`src/rtl/proc_sequencer.sv`:
```
// proc_sequencer: instruction issuer for the 4-register processor.
// Holds a small program memory loaded through a write port. On Start it issues
// each stored instruction in order: one-cycle w pulse, operands held until the
// processor answers with Done, one spacer cycle, then the next instruction.
// All outputs are registered; the timeout counter flags a processor that never
// answers.
module proc_sequencer #(
    parameter int DEPTH   = 16,
    parameter int AW      = 4,
    parameter int TIMEOUT = 15
) (
    input  logic          Clock,
    input  logic          Reset,
    input  logic          LoadEn,
    input  logic [AW-1:0] LoadAddr,
    input  logic [13:0]   LoadWord,
    input  logic [AW:0]   Length,
    input  logic          Start,
    input  logic          ProcDone,
    output logic          w,
    output logic [1:0]    F,
    output logic [1:0]    Rx,
    output logic [1:0]    Ry,
    output logic [7:0]    Data,
    output logic          Busy,
    output logic          Halted,
    output logic          Error,
    output logic [AW:0]   PC
);

    localparam int CW = $clog2(TIMEOUT + 1);

    typedef enum logic [2:0] {
        IDLE  = 3'd0,
        ISSUE = 3'd1,
        WAIT  = 3'd2,
        NEXT  = 3'd3,
        HALT  = 3'd4,
        ERROR = 3'd5
    } state_t;

    state_t        state;
    state_t        state_nx;
    logic [13:0]   mem [DEPTH];
    logic [AW:0]   len;
    logic [AW:0]   len_nx;
    logic [AW:0]   len_sat;
    logic [AW:0]   pc_nx;
    logic [CW-1:0] cnt;
    logic          idle_like;
    logic          w_nx;
    logic          busy_nx;
    logic          halted_nx;
    logic          error_nx;
    logic [13:0]   word_nx;

    // Length requests beyond the memory depth run the whole memory once.
    always_comb begin
        len_sat = (Length > (AW+1)'(DEPTH)) ? (AW+1)'(DEPTH) : Length;
    end

    // States that accept Start and program loads.
    always_comb begin
        idle_like = (state == IDLE) || (state == HALT) || (state == ERROR);
    end

    // Program memory write; a simultaneous Start takes precedence and drops the load.
    always_ff @(posedge Clock) begin
        if (LoadEn && idle_like && !Start) begin
            mem[LoadAddr] <= LoadWord;
        end
    end

    // Next state, next program counter and latched run length.
    always_comb begin
        state_nx = state;
        pc_nx    = PC;
        len_nx   = len;
        case (state)
            IDLE, HALT, ERROR: begin
                if (Start) begin
                    len_nx   = len_sat;
                    pc_nx    = '0;
                    state_nx = (len_sat != '0) ? ISSUE : HALT;
                end
            end
            ISSUE: state_nx = WAIT;
            WAIT: begin
                if (ProcDone) begin
                    state_nx = NEXT;
                end else if (cnt == CW'(TIMEOUT)) begin
                    state_nx = ERROR;
                end
            end
            NEXT: begin
                pc_nx    = PC + 1'b1;
                state_nx = (pc_nx == len) ? HALT : ISSUE;
            end
            default: state_nx = IDLE;
        endcase
    end

    // Output values for the coming cycle, derived from the state being entered.
    always_comb begin
        w_nx      = (state_nx == ISSUE);
        busy_nx   = (state_nx == ISSUE) || (state_nx == WAIT) || (state_nx == NEXT);
        halted_nx = (state_nx == HALT);
        error_nx  = (state_nx == ERROR);
        word_nx   = {F, Rx, Ry, Data};
        if (state_nx == ISSUE) begin
            word_nx = mem[pc_nx[AW-1:0]];
        end
    end

    // State, outputs and timeout counter registers.
    always_ff @(posedge Clock or posedge Reset) begin
        if (Reset) begin
            state  <= IDLE;
            PC     <= '0;
            len    <= '0;
            cnt    <= '0;
            w      <= 1'b0;
            Busy   <= 1'b0;
            Halted <= 1'b0;
            Error  <= 1'b0;
            F      <= '0;
            Rx     <= '0;
            Ry     <= '0;
            Data   <= '0;
        end else begin
            state  <= state_nx;
            PC     <= pc_nx;
            len    <= len_nx;
            w      <= w_nx;
            Busy   <= busy_nx;
            Halted <= halted_nx;
            Error  <= error_nx;
            {F, Rx, Ry, Data} <= word_nx;
            // Counter is zero during the w cycle and counts every cycle after it.
            if (state_nx == ISSUE) begin
                cnt <= '0;
            end else if (state_nx == WAIT) begin
                cnt <= cnt + 1'b1;
            end
        end
    end

endmodule

```
`config.mk`:
```
export PLATFORM = sky130hd
export DESIGN_NAME = proc_sequencer
export DESIGN_NICKNAME = d
export VERILOG_FILES = /design/src/rtl/proc_sequencer.sv
export SDC_FILE = /design/constraint.sdc
export NUM_CORES = 1
export LEC_CHECK = 0
export ABC_CLOCK_PERIOD_IN_PS = 3970
export CORE_ASPECT_RATIO = 1.2
export CORE_MARGIN = 2
export CORE_UTILIZATION = 55
export CTS_CLUSTER_SIZE = 24
export DETAILED_ROUTE_END_ITERATION = 6
export GPL_TIMING_DRIVEN = 0
export MAX_ROUTING_LAYER = met4
export PLACE_DENSITY = 0.74
export REMOVE_ABC_BUFFERS = 1
export SYNTH_ARGS = -nofsm -noshare
export SYNTH_HDL_FRONTEND = slang
export SYNTH_SLANG_ARGS = --single-unit
```
`constraint.sdc`:
```
create_clock -name Clock -period 3.97 [get_ports Clock]
set_input_delay 0.9925 -clock Clock [delete_from_list [all_inputs] [get_ports Clock]]
set_output_delay 0.9925 -clock Clock [all_outputs]
set_load 0.01 [all_outputs]
```
# --- Word level (Yosys, flattened, before mapping) ---
# Memories as Yosys holds them, arrays and structs flattened. A register that Yosys moved wholly into a read port is not among the register bits.
# Index checks and enable logic that the tools add are counted.
word_totals:
  output_inout_bits: 23
  regBits: 21
  mem_count: 1
  ramBits: 224
  word_cells: 53
  input_bits: 28
classes:
  n_mux: 13
  eq_ne: 13
  n_reduce_logical: 14
  order_cmp: 1
  addsub: 2
memory_table:
  columns: ["name", "depth", "width", "rd", "rd_ports_with_merged_regs", "wr", "line_no", "source"]
  rows:
  - ["mem", 16, 14, 1, 1, 1, "44", "logic [13:0] mem [DEPTH];"]
op_table:
  columns: ["operator", "count"]
  rows:
  - ["$mux W3", 5]
  - ["$eq A3 B2 Y1 const B", 4]
  - ["$eq A3 B3 Y1 const B", 4]
  - ["$pmux W3 S4", 1]
  - ["$mux W5", 2]
  - ["$pmux W5 S2", 1]
  - ["$mux W4", 2]
  - ["$eq A3 B1 Y1 const B", 2]
  - ["$add A5 B1 Y5 const B", 1]
  - ["$eq A5 B5 Y1", 1]
  - ["$gt A5 B5 Y1 const B", 1]
  - ["$reduce_bool A5 Y1", 1]
  - ["$add A4 B1 Y4 const B", 1]
  - ["$eq A4 B4 Y1 const B", 1]
  - ["$logic_or A1 B1 Y1", 4]
  - ["$reduce_and A2 Y1", 2]
  - ["$reduce_bool A2 Y1", 2]
  - ["$logic_not A3 Y1", 1]
  - ["$reduce_or A3 Y1", 1]
  - ["$logic_and A1 B1 Y1", 2]
  - ["$mux W1", 2]
  - ["$ne A2 B2 Y1 const B", 1]
  - ["$logic_not A1 Y1", 1]

# --- Longest topological paths before layout ---
# Gate-level depths: netlist (run 1).
depth:
  ltp_word: 9
  depth_mapped: 12
  ltp_nobuf: 7

# --- Worst setup path before layout (run 1) ---
# OpenSTA, ideal clock, no wires.
synth_timing:
  path_kind: "input to register"
  start: "in Start"
  end: "mem mem[0][0], enable pin"
  path_buffers: 0
  required_ns: 3.567
  setup_ns: 0.403
  stages: 4
  setup_slack_ns: 0.939
  arrival_time_ns: 2.628
  cell_sequence: "nor3_1 -> nand2_1 -> or3_1 -> nor3_1"
synth_between:
  elab_chain_len: 4
synth_rtl:
  columns: ["element", "line_no", "source"]
  rows:
  - ["start, declared", "18", "input logic Start,"]
  - ["$logic_not A1 Y1", "69", "if (LoadEn && idle_like && !Start) begin"]
  - ["$logic_and A1 B1 Y1", "69", null]
  - ["$mux W1", "69", null]
  - ["$mux W1 (implied by the code)", "70", "mem[LoadAddr] <= LoadWord;"]
  - ["end, declared", "44", null]
# No other way between the ends.

# --- Final worst setup path (run 1) ---
layout_timing:
  start: "in Start"
  end: "reg Ry[1] (read register of mem)"
layout_between:
  elab_chain_len: 3
  word_cells_on_any_way: 5
  cone_classes: "eq/ne (1); mux (4)"
layout_rtl:
  columns: ["element", "line_no", "source"]
  rows:
  - ["$mux W3", "81", "if (Start) begin"]
  - ["$pmux W3 S4", "79", "case (state)"]
  - ["$eq A3 B1 Y1", "110", "if (state_nx == ISSUE) begin"]
  - ["end, declared", "23", "output logic [1:0] Ry,"]
# Parallel ways exist; a longest one is shown, timed or not. The select of a mux whose other input is x is not followed.
# A chain may end at the register's enable or synchronous reset.

==> flow_metrics.env, run 1 <==
export IMPL_crit_fanout=49
export IMPL_gp_congestion=0.8164
export IMPL_synth_seq_cells=259
export IMPL_r2r_cells=8
export IMPL_remaining_drc_errors=0
export IMPL_nFillCells=1305
export IMPL_ys_types=60
export IMPL_synth_area_top_cells="edfxtp_1 63%, dfrtp_1 8.2%, a32oi_1 4.3%, o21ai_0 2.6%, nand2_1 1.8%"
export IMPL_power_switching_uw=3352
export IMPL_ctsHoldBuffers=0
export IMPL_cts_root_buffer="clkbuf_16"
export IMPL_clk_pin_slew_ps=60
export IMPL_synth_xor_area_share_pct=0.8671
export IMPL_ios=51
export IMPL_start_util_pct=56.42
export IMPL_hold_viol_final=0
export IMPL_row_count=55
export IMPL_tightest_slew_ps=1410
export IMPL_fp_dieArea_um2=20550
export IMPL_routed_wl_um=25130
export IMPL_grt_usage_pct=25.14
export IMPL_fin_crit_sh_pct=95.34
export IMPL_fmax_mhz=264.2
export IMPL_dp_cells=1005
export IMPL_grt_pass1_wl_um=38460
export IMPL_maxSlewHeadroom_pct=5.658
export IMPL_cts_inserted_buffers=25
export IMPL_htreeDepth=1
export IMPL_clock_sinks=259
export IMPL_p_comb_share_pct=39.0
export IMPL_area_sequential_um2=7602
export IMPL_muxShareOfSynthArea_pct=2.168
export IMPL_syn_avg_cell_area_um2=14.37
export IMPL_synth_adder_area_share_pct=0.2344
export IMPL_r2r_start="state[1]"
export IMPL_min_period_ps=3785
export IMPL_skew_ps=8.540
export IMPL_synthSimpleGateAreaFrac_pct=7.593
export IMPL_ir_worst_vdd_mv=0.4250
export IMPL_power_internal_uw=5684
export IMPL_syn_to_final_growth_pct=15.27
export IMPL_yosysMostFrequentCell="edfxtp_1"
export IMPL_seq_power_share_pct=36.4
export IMPL_synthTopCellsByCount="224 x edfxtp_1, 55 x o21ai_0, 52 x a32oi_1"
export IMPL_grt_start_max_net_pins=54
export IMPL_synth_edf_count=224
export IMPL_finalInstanceArea_um2=12310
export IMPL_clk_insertion_delay_late_ps=520
export IMPL_hold_path_class="flop to flop"
export IMPL_syn_inst=743
export IMPL_grt_overflow=0
export IMPL_multiInputGateArea_um2=2889
export IMPL_rsz0062_at_grt="no"
export IMPL_hpwl_um=14880
export IMPL_fin_cells=1050
export IMPL_synth_warnings=0
export IMPL_rrSetupSlack_ps=320
export IMPL_synth_top_flop_cell="edfxtp_1"
export IMPL_clkPwrFrac_pct=24.6
export IMPL_drv_cap=0
export IMPL_setup_viol=0
export IMPL_grt_pass1_vias=6901
export IMPL_die_w_um=131.2
export IMPL_crit_type="input port to flop"
export IMPL_synth_compound_area_share_pct=15.36
export IMPL_worstSetupStartpointType="input port"
export IMPL_async_reset_ff_share_pct=13.51
export IMPL_diodes=0
export IMPL_wl_per_cell_um=23.94
export IMPL_outcome="completed"
export IMPL_finalNetCount=806
export IMPL_core_area_um2=18920
export IMPL_first_iter_violations=837
export IMPL_vias_per_cell=6.571
export IMPL_synth_area_um2=10680
export IMPL_cts_tree="done"
export IMPL_startpoint="Start"
export IMPL_dp_slack_ps=-1252
export IMPL_p_leak_uw=0.004115
export IMPL_layout_drive_gt1_share_pct=11.34
export IMPL_synth_top_cell_area_share_pct=63.00
export IMPL_required_ps=4390
export IMPL_dr_pass1_iters=5
export IMPL_synth_seq_area_share_pct=71.20
export IMPL_drtAntennaViolNets=0
export IMPL_slew_viol_final=0
export IMPL_endpoint="Ry[1]"
export IMPL_endpoint_kind="flop"
export IMPL_power_density_nw_per_um2=734.1
export IMPL_clock_path_buffers=3
export IMPL_antenna_found_initial=0
export IMPL_vias=6900
export IMPL_sw_frac_of_total_pct=37.10
export IMPL_final_setup_worst_slack_ps=184.8
export IMPL_reg2reg_to="Ry[1]"
export IMPL_post_dp_cell_area_um2=11530
export IMPL_io_buffers=50
export IMPL_worst_ep_arrival_time_ps=4210
export IMPL_synth_top_family_by_area="compound AO/OA/AOI/OAI gates"
export IMPL_die_y_um=156.6
export IMPL_synth_largest_area_cell="edfxtp_1"
-- layout make-up --
| type | count | area share, % |
|---|---|---|
| clock buffer | 39 | 5.672 |
| clock inverter | 6 | 0.5083 |
| inverter | 7 | 0.2338 |
| multi-input combinational | 420 | 23.47 |
| sequential | 259 | 61.77 |
| tap | 256 | 2.602 |
| timing repair buffer | 63 | 5.744 |
-- critical path, stage by stage --
cell and delay [ps]:
clkdlybuf4s50_1 550, nand2b_1 240, a21o_4 430, nand2_2 390
clkinv_2 440, buf_12 340, a32oi_1 240, a22oi_1 190
a41oi_1 340
-- cells by family after synthesis --
kind of cell | Yosys count
flip-flops | 259
AO/OA/AOI/OAI | 226
AND/OR/NAND/NOR | 166
buffers and inverters | 64
multiplexers | 19
XOR/XNOR | 7
adder cells (fa/ha/maj) | 2
-- per-stage QoR --
step / setup TNS, ps / hold WS, ps / utilization (%) / total power (uW)
after floorplan: -13870 / 449.5 / - / 5407
after global placement: -96070 / 490.0 / 59.44 / 6470
after detailed placement: -16800 / 495.1 / 60.94 / 6769
after CTS: 0 / 511.6 / 65.01 / 8987
after global routing: 0 / 532.9 / 65.04 / 9425
final: 0 / 511.9 / 65.04 / 9036
-- worst min-delay path by stage --
stage | start | endpoint | slack [ps] | cells past startpoint
CTS | len[0] | len[0] | 510 | 2
floorplan | len[2] | len[2] | 450 | 2
global route | len[0] | len[0] | 530 | 2
finish | len[0] | len[0] | 510 | 2
detailed placement | len[3] | len[3] | 500 | 2
global placement | len[0] | len[0] | 490 | 2
-- routing by layer --
layer	wire [um]	track usage [%]	up-vias
met1	9761	33.03	3421
met4	718	10.25	0
met2	12350	40.05	378
li1	-	-	3038
met5	0	-	-
met3	2306	3.758	63
-- what timing repair did --
item	4_1_cts	5_1_grt
buffers inserted	0	0
cloned	0	0
setup endpoints to repair	15	9
hold endpoints to repair	0	0
resized for setup	5	1
-- power groups by stage --
stage	sequential, uW	combinational [uW]	clock, uW
detailed placement	3340	3430	0
finish	3290	3520	2220
CTS	3290	3460	2240
global route	3310	3770	2350
global placement	3330	3140	0
floorplan	3340	2070	0
-- state kept, by name, indices dropped and copies added, names as in the netlist --
register / flops
Error: 1
Rx: 2
w: 1
Ry: 2
len: 5
state: 3
Data: 8
PC: 5
cnt: 4
Halted: 1
mem: 224
F: 2
Busy: 1
-- placed cells by master, fill, tap and decap left out, types with 14 or more instances in the layout --
cell type          n
a211o_1           14
a21oi_1           30
a22oi_1           14
a32oi_1           52
a41oi_1           14
and3_1            14
clkbuf_16         25
clkdlybuf4s50_1   50
dfrtp_1           35
edfxtp_1         224
nand2_1           47
nand3_1           31
nor2_1            24
o21ai_0           55
No activity file was read; power rests on OpenSTA's default activity.
==> inputs of run 2 (changes only) <==
--- a/config.mk
+++ b/config.mk
@@ -12,7 +12,6 @@
 export CTS_CLUSTER_SIZE = 24
 export DETAILED_ROUTE_END_ITERATION = 6
 export GPL_TIMING_DRIVEN = 0
-export MAX_ROUTING_LAYER = met4
 export PLACE_DENSITY = 0.74
 export REMOVE_ABC_BUFFERS = 1
 export SYNTH_ARGS = -nofsm -noshare
==> run 2 against run 1 <==
- routed wire length up 0.18%
- critical path type unchanged
- clock-buffer cell count unchanged
- clock skew up 1.4 ps
- power about the same
- global-route usage down 0.77 points
- critical path depth unchanged
- register-to-register slack better by 30 ps
- sequential cell count unchanged
- worst hold slack worse by 1.6 ps
- die area unchanged
- fmax down 0.18%
- critical endpoint is now F[0]
- highest routed layer unchanged
==> flow_metrics.env, run 2 (same netlist as run 1, synthesis figures left out) <==
export IMPL_outcome="completed"
export IMPL_vias_per_cell=6.623
export IMPL_grtUsageMet2_pct=40.08
export IMPL_drtAntennaViolNets=0
export IMPL_largest_register_ffs=224
export IMPL_grt_usage_pct=24.36
export IMPL_remaining_drc_errors=0
export IMPL_post_dp_cell_area_um2=11530
export IMPL_hpwl_um=14880
export IMPL_ctsHoldBuffers=0
export IMPL_ir_worst_vdd_mv=0.4303
export IMPL_min_period_ps=3792
export IMPL_wl_per_cell_um=23.98
export IMPL_cts_inserted_buffers=25
export IMPL_top_regs="mem: 224 flops, Data: 8 flops"
export IMPL_dp_slack_ps=-1252
export IMPL_routed_wl_um=25180
export IMPL_clk_insertion_delay_late_ps=520
export IMPL_clock_sinks=259
export IMPL_ios=51
export IMPL_fin_crit_sh_pct=95.51
export IMPL_drv_cap=0
export IMPL_core_area_um2=18920
export IMPL_most_common_layout_cells="224 x edfxtp_1, 55 x o21ai_0, 52 x a32oi_1"
export IMPL_final_common_cell="edfxtp_1"
export IMPL_setup_viol=0
export IMPL_io_buffers=50
export IMPL_hold_viol_final=0
export IMPL_cts_tree="done"
export IMPL_grt_pass1_wl_um=38390
export IMPL_syn_to_final_growth_pct=15.27
export IMPL_nFillCells=1305
export IMPL_p_leak_uw=0.004115
export IMPL_critPathMaxStageDelay_ps=540
export IMPL_vias=6954
export IMPL_finalInstanceArea_um2=12310
export IMPL_fmax_mhz=263.7
export IMPL_skew_ps=9.953
export IMPL_required_ps=4390
export IMPL_slew_viol_final=0
export IMPL_htreeDepth=1
export IMPL_power_density_nw_per_um2=734.4
export IMPL_gr_usage_met1_pct=32.89
export IMPL_finalNetCount=806
export IMPL_final_setup_worst_slack_ps=178.1
export IMPL_endpoint_kind="flop"
export IMPL_whs_ps=510.3
export IMPL_busiest_layer="met2"
export IMPL_gr_usage_met3_pct=3.758
export IMPL_grt_pass1_vias=6922
export IMPL_power_switching_uw=3355
export IMPL_layout_drive_gt1_share_pct=11.34
export IMPL_maxSlewHeadroom_pct=7.238
export IMPL_cts_root_buffer="clkbuf_16"
export IMPL_slowest_stage="a21o_2"
export IMPL_gp_congestion=0.8047
export IMPL_largest_register="mem"
export IMPL_fin_util_pct=65.04
export IMPL_start_util_pct=56.42
export IMPL_hold_path_class="flop to flop"
export IMPL_crit_chain="clkdlybuf4s50_1, nand2b_1, a21o_2, nand2_2, buf_12, clkinv_2, a21oi_1, a211o_1, a41oi_1"
export IMPL_diodes=0
export IMPL_p_comb_share_pct=39.0
export IMPL_crit_fanout=37
export IMPL_worst_ep_arrival_time_ps=4210
export IMPL_row_count=55
export IMPL_tightest_slew_ps=1386
export IMPL_die_y_um=156.6
export IMPL_clock_path_buffers=3
export IMPL_grt_overflow=0
export IMPL_worstSetupStartpointType="input port"
export IMPL_fp_dieArea_um2=20550
export IMPL_crit_type="input port to flop"
export IMPL_finalPower_uw=9039
export IMPL_sw_frac_of_total_pct=37.11
export IMPL_clk_pin_slew_ps=60
export IMPL_power_internal_uw=5684
export IMPL_antenna_found_initial=0
export IMPL_clkPwrFrac_pct=24.7
export IMPL_seq_power_share_pct=36.4
export IMPL_grt_start_max_net_pins=54
export IMPL_die_w_um=131.2
export IMPL_post_cts_buffers=0
export IMPL_dr_pass1_iters=5
export IMPL_first_iter_violations=849
## run 2: area by class of cell
class | count | area [um2] | share of cell area, %
multi-input combinational | 420 | 2889 | 23.47
tap | 256 | 320.3 | 2.602
sequential | 259 | 7602 | 61.77
timing repair buffer | 63 | 706.9 | 5.744
clock inverter | 6 | 62.56 | 0.5083
clock buffer | 39 | 698.2 | 5.672
inverter | 7 | 28.78 | 0.2338
## run 2: what timing repair did
| action | in CTS | in global routing |
|---|---|---|
| pin swaps | 0 | 0 |
| setup endpoints to repair | 15 | 9 |
| gates resized for setup | 5 | 1 |
## run 2: routing by layer
metal | wire (um) | up-vias
met5 | 0 | -
met4 | 789 | 0
met3 | 2193 | 65
li1 | - | 3045
met2 | 12380 | 358
met1 | 9820 | 3486
## run 2: final timing paths
kind	startpoint	end	cells after the start	slack [ps]
setup / recovery	Start	F[0]	9	180
hold / removal	len[0]	len[0]	2	510
setup reg to reg	state[1]	Ry[1]	8	350
hold reg to reg	len[0]	len[0]	2	510
max in group asynchronous	Reset	Data[7]	2	2520
min in group asynchronous	Reset	Rx[0]	2	940
## run 2: power by group through the flow
stage	clock network (uW)	logic (uW)	registers, uW
2_1_floorplan	0	2070	3340
3_3_place_gp	0	3140	3330
3_5_place_dp	0	3430	3340
4_1_cts	2240	3460	3290
5_1_grt	2350	3770	3310
6_report	2230	3520	3290
## run 2: per-stage QoR
step	setup TNS, ps	instances
finish	0	1050
global route	-19.84	1050
CTS	0	1050
detailed placement	-16800	1005
global placement	-96070	992
floorplan	-13870	686
## run 2: critical path, delay by kind of cell
| kind | cells | cell delay [ps] |
|---|---|---|
| AOI/OAI and AO/OA | 4 | 1230 |
| buffers and inverters | 3 | 1180 |
| and+or+nand+nor | 2 | 780 |
==> edit (settings of run 1) <==
Remove the register `w`: a continuous assignment takes its place, so the output `w` follows one clock earlier. Comments in the files are not updated.
--- a/src/rtl/proc_sequencer.sv
+++ b/src/rtl/proc_sequencer.sv
@@ -120,5 +120,4 @@
             len    <= '0;
             cnt    <= '0;
-            w      <= 1'b0;
             Busy   <= 1'b0;
             Halted <= 1'b0;
@@ -132,5 +131,4 @@
             PC     <= pc_nx;
             len    <= len_nx;
-            w      <= w_nx;
             Busy   <= busy_nx;
             Halted <= halted_nx;
@@ -146,4 +144,6 @@
     end
 
+    assign w = w_nx;
+
 endmodule
 
Check against the original RTL: not equivalent (a bounded check fails within 4 cycles, from zero or initial values and one cycle with Reset high).
==> edit against run 1 <==
- sequential cell count shrank 1
- worst setup slack lost 0.041 ns
- total power grew 5.3%
- area after synthesis shrank 0.23%
- routed wire length grew 2.3%
- largest power group unchanged
- first-iteration DRC count shrank 1.9%
- synthesized cell count shrank 0.13%
- cell area grew 2.0%
==> edit: results (changes against run 1) <==
### Outcome
- complete, no violations — result of the run

### Clocking
- 10 — post-CTS resize count, +5
- 24 — total clock buffers created by CTS, -4.0%
- 1 — post-CTS setup buffer count, +1
- 0.06 ns — clock-pin transition on the worst setup and hold timing paths, about the same

### Yosys
- 742 — Gate Count Post-Synth, -0.13%
- sky130_fd_sc_hd__edfxtp_1 (63%), sky130_fd_sc_hd__dfrtp_1 (8.0%), sky130_fd_sc_hd__a32oi_1 (4.3%), sky130_fd_sc_hd__o21ai_0 (2.6%), sky130_fd_sc_hd__nand2_1 (1.8%) — cell types with the largest area share after synthesis
- sky130_fd_sc_hd__edfxtp_1 — Top FF cell, synth
- 71.1% — part of the Yosys area used for sequential elements, about the same
- 13.2% — share of flip-flops with an asynchronous set or reset after synthesis, -0.34 points

### Drt
- 821 — drt initial violations, -1.9%
- 6.62 — via density per instance, +0.69%
- 6 — Pre-Repair DR Iteration Count, +1
- 12,800 um — Met2 Routed Length, +3.9%
- 2430 um — routed wire length on met3, +5.2%
- 24.4 um — Routed wire per std cell, +1.9%
- 9850 um — M1 wire length, +0.94%

### Setup path
- Data[1] — capture point of the critical path
- 0.51 ns — register-to-register setup slack, +0.19 ns
- state[0] — origin of the critical flop-to-flop path
- 4.20 ns — endpoint arrival time on the critical path, about the same
- 37 — CP max FO, -24%

### Global route
- 5.09% — met3 routing resource usage after global routing, +1.3 points
- 33.9% — global-route track usage on met1, +0.83 points
- 25.9% — All-Layer GR Usage, +0.79 points
- 6,857 — via count of the first global-routing pass, -0.64%
- 59 — maximum number of pins on one net before global-route repair, +9.3%
- 38,500 um — wire length of the first global-routing pass, about the same

### STA
- 0.00691 ns — clock skew after layout, -0.00163 ns
- 0.515 ns — worst-case hold slack, +0.00289 ns
- 32.9% — worst slew margin relative to its limit, +27 points
- 3.83 ns — post-route minimum period, +0.0409 ns

### Layout
- 810 — nets@finish, +0.50%
- 13.4% — share of cells above drive strength 1, +2.1 points
- 1,054 — Non-Filler Instances, +0.38%

### Place
- 1,006 — post-placement cell count, +0.10%
- 11,500 um2 — placed inst area, about the same
- -1.17 ns — DP Worst Slack, +0.0805 ns
- 0.802 — Final Wtd Congestion, -1.8%
- 15,200 um — post-detail-place hpwl, +2.4%

### Power and ir drop
- 0.000558 V — Worst IR Drop VDD, +31%
- 4.23 nW — static leakage, +2.8%
- 35.8% — net switching share of the total power, -1.3 points
- 38.1% — Comb power frac, -0.9 points
- 27.7% — Clock Power Share, +3.1 points
- 9.51 mW — Power, Total, +5.3%

## edit: worst max-delay path, cell delays in order
cell and delay [ns]:
sky130_fd_sc_hd__clkdlybuf4s50_1 0.62, sky130_fd_sc_hd__nand2b_1 0.29, sky130_fd_sc_hd__a21o_4 0.43, sky130_fd_sc_hd__nand2_2 0.47, sky130_fd_sc_hd__buf_12 0.30, sky130_fd_sc_hd__clkinv_2 0.42, sky130_fd_sc_hd__a21oi_1 0.31, sky130_fd_sc_hd__a221o_1 0.21
sky130_fd_sc_hd__a41oi_1 0.13
## edit: layout make-up
cell class	instances	area, um2
timing repair buffer	69	781
inverter	7	28.8
clock buffer	31	678
sequential	258	7580
clock inverter	13	244
multi-input combinational	420	2930
fill	1269	6370
tap	256	320
## edit: logic make-up after synthesis
family	share of synthesized area [%]
buf+inv	2.58
simple gates	7.61
fa+ha+maj	0.235
compound gates	15.4
xor+xnor	0.869
mux	2.17
flops	71.1
